## src/rtl/timer_pkg.sv

```systemverilog
// Shared time-field widths, limits and state encoding for the clock/timer
// subsystem (countdown timer and stopwatch).
package timer_pkg;

  localparam int HOUR_W = 5;
  localparam int MIN_W  = 6;
  localparam int SEC_W  = 6;

  localparam logic [HOUR_W-1:0] MAX_HOUR = 5'd23;
  localparam logic [MIN_W-1:0]  MAX_MIN  = 6'd59;
  localparam logic [SEC_W-1:0]  MAX_SEC  = 6'd59;

  typedef enum logic [1:0] {
    IDLE    = 2'd0,
    PAUSED  = 2'd1,
    RUN     = 2'd2,
    EXPIRED = 2'd3
  } timer_state_e;

endpackage

```

## src/rtl/tick_prescaler.sv

```systemverilog
// Divides the enabled clock down to one tick per counted second.
// The counter holds its value while en is low, so a paused count resumes
// part-way through the second it was paused in.
module tick_prescaler #(
  parameter int unsigned TICKS_PER_SEC = 1
) (
  input  logic clk_i,
  input  logic reset_ni,
  input  logic en,
  input  logic clr,
  output logic tick
);

  localparam int unsigned CNT_W = (TICKS_PER_SEC > 1) ? $clog2(TICKS_PER_SEC) : 1;
  localparam logic [CNT_W-1:0] LAST = CNT_W'(TICKS_PER_SEC - 1);

  logic [CNT_W-1:0] count;

  // A tick fires on the enabled edge where the counter sits at its last value.
  assign tick = en && (count == LAST);

  // Prescaler counter: clear wins, otherwise count and wrap while enabled.
  always_ff @(posedge clk_i or negedge reset_ni) begin
    if (!reset_ni) begin
      count <= {CNT_W{1'b0}};
    end else if (clr) begin
      count <= {CNT_W{1'b0}};
    end else if (en) begin
      if (count == LAST) begin
        count <= {CNT_W{1'b0}};
      end else begin
        count <= count + CNT_W'(1);
      end
    end else begin
      count <= count;
    end
  end

endmodule

```

## src/rtl/countdown_timer.sv

```systemverilog
// HH:MM:SS countdown timer. Loads through the Timeset interface, counts down
// to 00:00:00 one second per prescaler tick, and flags expiry with a
// one-cycle done pulse plus a sticky expired flag.
module countdown_timer
  import timer_pkg::*;
#(
  parameter int unsigned TICKS_PER_SEC = 1
) (
  input  logic              clk_i,
  input  logic              reset_ni,
  input  logic              start_stop,
  input  logic              Timeset,
  input  logic [HOUR_W-1:0] Hourset,
  input  logic [MIN_W-1:0]  Minset,
  input  logic [SEC_W-1:0]  Secset,
  output logic [HOUR_W-1:0] hour_o,
  output logic [MIN_W-1:0]  min_o,
  output logic [SEC_W-1:0]  sec_o,
  output logic              running_o,
  output logic              done_o,
  output logic              expired_o
);

  timer_state_e      state;
  timer_state_e      next_state;
  logic [HOUR_W-1:0] next_hour;
  logic [MIN_W-1:0]  next_min;
  logic [SEC_W-1:0]  next_sec;
  logic              next_running;
  logic              next_done;
  logic              next_expired;

  logic [HOUR_W-1:0] load_hour;
  logic [MIN_W-1:0]  load_min;
  logic [SEC_W-1:0]  load_sec;
  logic              load_zero;
  logic              at_one_sec;
  logic              presc_en;
  logic              tick;

  function automatic logic [HOUR_W-1:0] clamp_hour(input logic [HOUR_W-1:0] v);
    return (v > MAX_HOUR) ? MAX_HOUR : v;
  endfunction

  // Minutes and seconds share width and limit.
  function automatic logic [MIN_W-1:0] clamp_sixty(input logic [MIN_W-1:0] v);
    return (v > MAX_MIN) ? MAX_MIN : v;
  endfunction

  assign load_hour  = clamp_hour(Hourset);
  assign load_min   = clamp_sixty(Minset);
  assign load_sec   = clamp_sixty(Secset);
  assign load_zero  = (load_hour == 5'd0) && (load_min == 6'd0) && (load_sec == 6'd0);
  assign at_one_sec = (hour_o == 5'd0) && (min_o == 6'd0) && (sec_o == 6'd1);

  // The prescaler only advances on edges that stay in RUN.
  assign presc_en = (state == RUN) && start_stop && !Timeset;

  tick_prescaler #(
    .TICKS_PER_SEC(TICKS_PER_SEC)
  ) u_prescaler (
    .clk_i   (clk_i),
    .reset_ni(reset_ni),
    .en      (presc_en),
    .clr     (Timeset),
    .tick    (tick)
  );

  // Next-state, borrow chain and flag logic; Timeset overrides every state.
  always_comb begin
    next_state   = state;
    next_hour    = hour_o;
    next_min     = min_o;
    next_sec     = sec_o;
    next_done    = 1'b0;
    next_expired = expired_o;
    if (Timeset) begin
      next_hour    = load_hour;
      next_min     = load_min;
      next_sec     = load_sec;
      next_expired = 1'b0;
      next_state   = load_zero ? IDLE : PAUSED;
    end else begin
      case (state)
        IDLE: begin
          next_state = IDLE;
        end
        PAUSED: begin
          if (start_stop) begin
            next_state = RUN;
          end else begin
            next_state = PAUSED;
          end
        end
        RUN: begin
          if (!start_stop) begin
            next_state = PAUSED;
          end else if (tick) begin
            if (sec_o != 6'd0) begin
              next_sec = sec_o - 6'd1;
            end else if (min_o != 6'd0) begin
              next_min = min_o - 6'd1;
              next_sec = MAX_SEC;
            end else if (hour_o != 5'd0) begin
              next_hour = hour_o - 5'd1;
              next_min  = MAX_MIN;
              next_sec  = MAX_SEC;
            end else begin
              next_sec = sec_o;
            end
            if (at_one_sec) begin
              next_done    = 1'b1;
              next_expired = 1'b1;
              next_state   = EXPIRED;
            end else begin
              next_state = RUN;
            end
          end else begin
            next_state = RUN;
          end
        end
        EXPIRED: begin
          next_state = EXPIRED;
        end
        default: begin
          next_state = IDLE;
        end
      endcase
    end
    next_running = (next_state == RUN);
  end

  // State and all outputs are registered together.
  always_ff @(posedge clk_i or negedge reset_ni) begin
    if (!reset_ni) begin
      state     <= IDLE;
      hour_o    <= 5'd0;
      min_o     <= 6'd0;
      sec_o     <= 6'd0;
      running_o <= 1'b0;
      done_o    <= 1'b0;
      expired_o <= 1'b0;
    end else begin
      state     <= next_state;
      hour_o    <= next_hour;
      min_o     <= next_min;
      sec_o     <= next_sec;
      running_o <= next_running;
      done_o    <= next_done;
      expired_o <= next_expired;
    end
  end

endmodule

```

## config.mk

```make
export PLATFORM = sky130hd
export DESIGN_NAME = countdown_timer
export DESIGN_NICKNAME = d
export VERILOG_FILES = /design/src/rtl/timer_pkg.sv /design/src/rtl/tick_prescaler.sv /design/src/rtl/countdown_timer.sv
export SDC_FILE = /design/constraint.sdc
export NUM_CORES = 1
export LEC_CHECK = 0
export CAP_MARGIN = 15
export CORE_MARGIN = 5
export CORE_UTILIZATION = 50
export CTS_BUF_LIST = sky130_fd_sc_hd__clkbuf_2
export DETAILED_ROUTE_END_ITERATION = 12
export PLACE_DENSITY = 0.82
export SLEW_MARGIN = 20
export SYNTH_ARGS = -nofsm -noshare
export SYNTH_HDL_FRONTEND = slang
export SYNTH_SLANG_ARGS = --single-unit
export TNS_END_PERCENT = 50
```

## constraint.sdc

```tcl
create_clock -name clk_i -period 2.5 [get_ports clk_i]
set_clock_uncertainty 0.1 [all_clocks]
set_input_delay 0.625 -clock clk_i [delete_from_list [all_inputs] [get_ports clk_i]]
set_output_delay 0.625 -clock clk_i [all_outputs]
set_load 0.01 [all_outputs]
```

# Word-level counts from Yosys, hierarchy flattened
# Index checks and enable logic that the tools add are counted.
# W data, S select, Z words.
# classes
n_addsub,4
n_lt_le_gt_ge,3
eq_ne,7
muxes,43
bitwise_logic,1
reduce_logical,29
# op_table
operator,count
$mux W6,15
$mux W5,8
$logic_not A6 Y1,3
$mux W1,15
$gt A6 B6 Y1 const B,2
$reduce_bool A2 Y1,6
$reduce_bool A6 Y1,2
$sub A6 B1 Y6 const B,2
$logic_not A5 Y1,2
$mux W2,4
$pmux W2 S4,1
$reduce_and A4 Y1,2
$logic_and A1 B1 Y1,7
$eq A2 B2 Y1 const B,3
$eq A6 B1 Y1 const B,1
$reduce_and A6 Y1,1
$gt A5 B5 Y1 const B,1
$reduce_and A5 Y1,1
$reduce_bool A5 Y1,1
$sub A5 B1 Y5 const B,1
$ne A2 B2 Y1 const B,2
$reduce_bool A4 Y1,1
$reduce_bool A3 Y1,1
$eq A2 B1 Y1 const B,1
other kinds (4),4
# totals
register_bits,23
in_bits,21
wordCells,95

# Logic depth before layout (Yosys ltp)
# logic_depth
depth_word,9
ltp_mapped,6
depth_no_buf,6

# By module
# Synthesis repeated with hierarchy kept, for this count alone.
# hier_totals
hier_cells,181
area_unflattened_um2,1582.8
# by_module_without_submodules
mod,n_inst,cells_per_inst,area_each_um2
countdown_timer,1,180,1575.3
tick_prescaler,1,1,7.5

# Worst setup path before layout
# No wires, ideal clock.
# synth_path
kind,reg2reg
start,register sec_o[0]
end,register hour_o[3]
setup_time_ps,82
arrival_ps,1830
setup_slack_ps,488
path_stages_with_launch,7
n_path_buf,0
cell_sequence,dfrtp_1 -> inv_1 -> ha_1 -> and4b_1 -> nand4_4 -> or4_1 -> a31oi_1
# synth_via
elab_chain_cells,3
# synth_rtl
element,line,text
"start, declared",countdown_timer.sv:18,"output logic [SEC_W-1:0] sec_o,"
"start signal, assigned",countdown_timer.sv:147,sec_o <= next_sec;
$reduce_bool A6 Y1,countdown_timer.sv:99,if (sec_o != 6'd0) begin
$ne A2 B2 Y1 (no source line),--,
$reduce_and A6 Y1 (no source line),--,
"end signal, assigned",countdown_timer.sv:145,hour_o <= next_hour;
"end, declared",countdown_timer.sv:16,"output logic [HOUR_W-1:0] hour_o,"
# Every way passes these cells.
# A chain may end at the register's enable or synchronous reset.

# Worst setup path after layout
# layout_path
start,register sec_o[0]
end,register hour_o[4]
# The elaborated chain is that of the path after synthesis.

==> run_summary.xml <==
<?xml version="1.0" encoding="UTF-8"?>
<metrics>
  <group name="run_status">
    <metric name="result_of_the_run" unit="">finished clean</metric>
  </group>
  <group name="synth">
    <metric name="yosys_register_bits" unit="">22</metric>
    <metric name="synth_area_per_cell" unit="sq um">8.64</metric>
    <metric name="ys_async_sr_fraction" unit="%">100</metric>
    <metric name="synth_top_family_by_area" unit="">simple AND/OR/NAND/NOR gates</metric>
    <metric name="synthXorXnorAreaFrac" unit="%">0</metric>
    <metric name="ys_seq_area_share" unit="%">36.0</metric>
    <metric name="synth_area" unit="sq um">1530</metric>
    <metric name="synth_compound_area_share" unit="%">20.7</metric>
    <metric name="synthesized_instance_count" unit="">177</metric>
    <metric name="synth_enable_flop_cells" unit="">0</metric>
    <metric name="synth.distinct_cells" unit="">47</metric>
    <metric name="netlist.area_leader.share" unit="%">36.0</metric>
    <metric name="synthesis.nets" unit="">205</metric>
    <metric name="synth_top_cells_by_area" unit="">sky130_fd_sc_hd__dfrtp_1, sky130_fd_sc_hd__ha_1, sky130_fd_sc_hd__o21ai_0</metric>
    <metric name="ys.warnings.count" unit="">0</metric>
    <metric name="synth_top_cell_by_area" unit="">sky130_fd_sc_hd__dfrtp_1</metric>
    <metric name="yosys.area_share.simple" unit="%">31.2</metric>
    <metric name="post_synth_fa_ha_maj_area_fraction" unit="%">5.73</metric>
    <metric name="synth_top_flop_cell" unit="">sky130_fd_sc_hd__dfrtp_1</metric>
    <metric name="synth.area.mux_share" unit="%">1.96</metric>
  </group>
  <group name="global_route">
    <metric name="largest_net_degree_at_the_start_of_global_routing" unit="">23</metric>
    <metric name="grt_pass1_vias" unit="">1696</metric>
    <metric name="globalRoute.busiestLayer" unit="">met2</metric>
    <metric name="grt_util_met2" unit="%">42.0</metric>
    <metric name="groute.layer.met3.usage" unit="%">2.74</metric>
    <metric name="grt_antenna_before_repair" unit="">0</metric>
    <metric name="grt_overflow" unit="">0</metric>
    <metric name="global_route_total_usage_across_every_layer" unit="%">24.2</metric>
    <metric name="global_route.usage.met1" unit="%">31.0</metric>
    <metric name="grt_pass1_wl" unit="um">8090</metric>
  </group>
  <group name="place">
    <metric name="port_buffers" unit="">40</metric>
    <metric name="placed_cells_incl_taps" unit="">250</metric>
    <metric name="gp_weighted_congestion" unit="">0.906</metric>
    <metric name="dp_hpwl" unit="um">3530</metric>
  </group>
  <group name="drt">
    <metric name="routed_wire_length_per_instance" unit="um">19.1</metric>
    <metric name="dr.first_iter.drc_count" unit="">181</metric>
    <metric name="drt-pass1-iter-count" unit="">4</metric>
    <metric name="postRouteWirelength" unit="um">4860</metric>
    <metric name="detailroute.via_count" unit="">1656</metric>
    <metric name="drcViolationCount" unit="">0</metric>
    <metric name="antenna_violating_nets_post_route" unit="">0</metric>
    <metric name="drt-vias-per-instance" unit="">6.52</metric>
  </group>
  <group name="setup_path">
    <metric name="worstSetupStartpointType" unit="">register</metric>
    <metric name="critical_path_class" unit="">reg -&gt; reg</metric>
    <metric name="end_kind" unit="">register</metric>
    <metric name="regToRegEndpoint" unit="">hour_o[4]</metric>
    <metric name="worst-path-max-fanout" unit="">8</metric>
    <metric name="crit_path_end" unit="">hour_o[4]</metric>
    <metric name="critPathLaunch" unit="">sec_o[0]</metric>
    <metric name="worstPathRequired" unit="ns">2.68</metric>
    <metric name="reg2regPathDepth" unit="">6</metric>
    <metric name="cp.arrival" unit="ns">2.53</metric>
    <metric name="rrSetupSlack" unit="ns">0.15</metric>
    <metric name="r2r_start" unit="">sec_o[0]</metric>
  </group>
  <group name="floorplanning">
    <metric name="die_height" unit="um">65.3</metric>
    <metric name="design.core.area" unit="sq um">3000</metric>
    <metric name="floorplan.initialDensity" unit="%">50.9</metric>
    <metric name="row_count" unit="">20</metric>
    <metric name="number_of_i_o_pins" unit="">41</metric>
    <metric name="fp.dieW" unit="um">65.3</metric>
    <metric name="floorplan.die_area" unit="sq um">4260</metric>
  </group>
  <group name="layout">
    <metric name="number_of_standard_cells_in_the_layout_taps_in_and_fillers_out" unit="">254</metric>
    <metric name="net_count_reported_at_finish" unit="">250</metric>
    <metric name="post_route_cells_drive_above_1_share" unit="%">7.69</metric>
    <metric name="num_antenna_cells" unit="">0</metric>
    <metric name="flow.area_growth_from_synthesis" unit="%">33.3</metric>
  </group>
  <group name="clocking">
    <metric name="cts_root_buffer" unit="">sky130_fd_sc_hd__clkbuf_2</metric>
    <metric name="hold_buffers" unit="">0</metric>
    <metric name="cts-buffers-inserted" unit="">3</metric>
    <metric name="clkTransAtPathRegs" unit="ns">0.24</metric>
    <metric name="clock_insertion_delay_worst_skew" unit="ns">0.35</metric>
    <metric name="clock_sinks" unit="">22</metric>
    <metric name="cts_tree" unit="">done</metric>
    <metric name="cts_buffer_depth" unit="">2</metric>
    <metric name="htreeDepth" unit="">1</metric>
    <metric name="post_cts_setup_buffers" unit="">0</metric>
    <metric name="cts.repair.resized" unit="">0</metric>
  </group>
  <group name="pwr">
    <metric name="leakage" unit="nW">0.871</metric>
    <metric name="power.density" unit="nW/um^2">512</metric>
    <metric name="power.ir.vdd_worst" unit="mV">0.254</metric>
  </group>
  <group name="sta">
    <metric name="max-slew-margin-rel" unit="%">66.8</metric>
    <metric name="timing.final.setup_violations" unit="">0</metric>
    <metric name="timing_worst_slew_pin_value" unit="ns">0.496</metric>
    <metric name="maxClockFrequency" unit="MHz">426</metric>
    <metric name="slew_violations" unit="">0</metric>
    <metric name="hold_viol_final" unit="">0</metric>
    <metric name="period_share" unit="%">93.9</metric>
    <metric name="totalNegativeSetupSlack" unit="ns">0</metric>
    <metric name="post_route_minimum_period" unit="ns">2.35</metric>
    <metric name="grt_setup_unrepaired" unit="">no</metric>
  </group>
  <group name="hold_path">
    <metric name="hold_path_depth" unit="">1</metric>
    <metric name="min_path_type" unit="">reg -&gt; reg</metric>
  </group>
  <group name="flow_run">
    <metric name="drv_cap" unit="">0</metric>
  </group>
</metrics>
==> cell usage after synthesis (2+ instances only) <==
library cell                n
sky130_fd_sc_hd__dfrtp_1   22
sky130_fd_sc_hd__nor2_1    17
sky130_fd_sc_hd__o21ai_0   14
sky130_fd_sc_hd__nand2_1   12
sky130_fd_sc_hd__nand3_1   12
sky130_fd_sc_hd__inv_1     10
sky130_fd_sc_hd__a21oi_1    9
sky130_fd_sc_hd__ha_1       7
sky130_fd_sc_hd__nand4_1    7
sky130_fd_sc_hd__clkbuf_1   6
sky130_fd_sc_hd__nor3_1     6
sky130_fd_sc_hd__a211oi_1   4
sky130_fd_sc_hd__a31oi_1    4
sky130_fd_sc_hd__or4_1      4
sky130_fd_sc_hd__a22o_1     3
sky130_fd_sc_hd__mux2i_1    3
sky130_fd_sc_hd__or3_1      3
sky130_fd_sc_hd__a21o_1     2
sky130_fd_sc_hd__and3b_1    2
sky130_fd_sc_hd__nor4_1     2
sky130_fd_sc_hd__o32ai_1    2
==> per-layer routing <==
layer	share of wire, %	up-vias
met3	7.4	13
met5	0	-
met1	41	798
met4	2.4	0
li1	-	755
met2	50	90
==> sequential cells by signal, summed over array words and instances, names as in the netlist <==
signal,cells
min_o,6
sec_o,6
hour_o,5
state,2
done_o,1
expired_o,1
running_o,1
==> worst min path at each step <==
stage | startpoint | end | slack (ns)
floorplan | reset_ni | done_o | 0.23
CTS | expired_o | expired_o | 0.42
finish | expired_o | expired_o | 0.42
detailed placement | expired_o | expired_o | 0.38
global route | expired_o | expired_o | 0.45
global placement | expired_o | expired_o | 0.36
==> area by class of cell <==
class / instances / area (sq um)
clock buffers: 3 / 15.0
clock inverters: 1 / 30.0
fillers: 250 / 965
inverters: 10 / 37.5
multi-input cells: 138 / 911
flip-flops and latches: 22 / 551
well taps: 33 / 41.3
repair buffers: 47 / 453
==> per-stage QoR <==
step | total power, mW | hold WS (ns) | setup WS [ns] | instance area (sq um) | utilization [%]
floorplan | 0.610 | 0.229 | 0.488 | 1530 | -
global placement | 0.770 | 0.364 | 0.138 | 1990 | 66.4
detailed placement | 0.781 | 0.377 | 0.0739 | 1990 | 66.4
CTS | 1.04 | 0.425 | 0.207 | 2040 | 67.9
global route | 1.10 | 0.454 | 0.0464 | 2040 | 67.9
finish | 1.04 | 0.421 | 0.153 | 2040 | 67.9
==> where the power goes <==
| group | switching [mW] | total (mW) | internal [mW] | leakage (nW) |
|---|---|---|---|---|
| sequential | 0.0600 | 0.453 | 0.393 | 0.264 |
| combinational | 0.165 | 0.329 | 0.164 | 0.581 |
| clock | 0.123 | 0.261 | 0.138 | 0.0266 |
| total | 0.348 | 1.04 | 0.695 | 0.871 |
==> critical path: stages, from the launching register on <==
cell                      delay (ns)
sky130_fd_sc_hd__dfrtp_1        0.50
sky130_fd_sc_hd__inv_1          0.12
sky130_fd_sc_hd__ha_1           0.36
sky130_fd_sc_hd__and4b_1        0.36
sky130_fd_sc_hd__nand4_4        0.14
sky130_fd_sc_hd__or4_1          0.50
sky130_fd_sc_hd__a31oi_1        0.20
==> logic make-up after synthesis <==
| group | after synthesis |
|---|---|
| AO/OA/AOI/OAI | 49 |
| adder cells (fa/ha/maj) | 7 |
| AND/OR/NAND/NOR | 79 |
| flip-flops | 22 |
| multiplexers | 3 |
| buffers and inverters | 17 |
==> layout by cell type (no fill, tap or decap), drive strengths merged, types with 3 or more instances in the layout <==
cell type,synthesis,final
nor3,7,7
ha,7,7
a211oi,4,4
a22o,3,3
or4,4,4
mux2i,3,3
o21ai,15,15
clkbuf,6,3
a21oi,9,9
nand2,12,12
clkdlybuf4s50,0,40
nand4,9,9
a31oi,4,4
buf,1,7
nand3,12,12
inv,10,10
nor2,17,17
nor4,3,3
dfrtp,22,22
or3,3,3
Power figures use the tool's default switching activity.
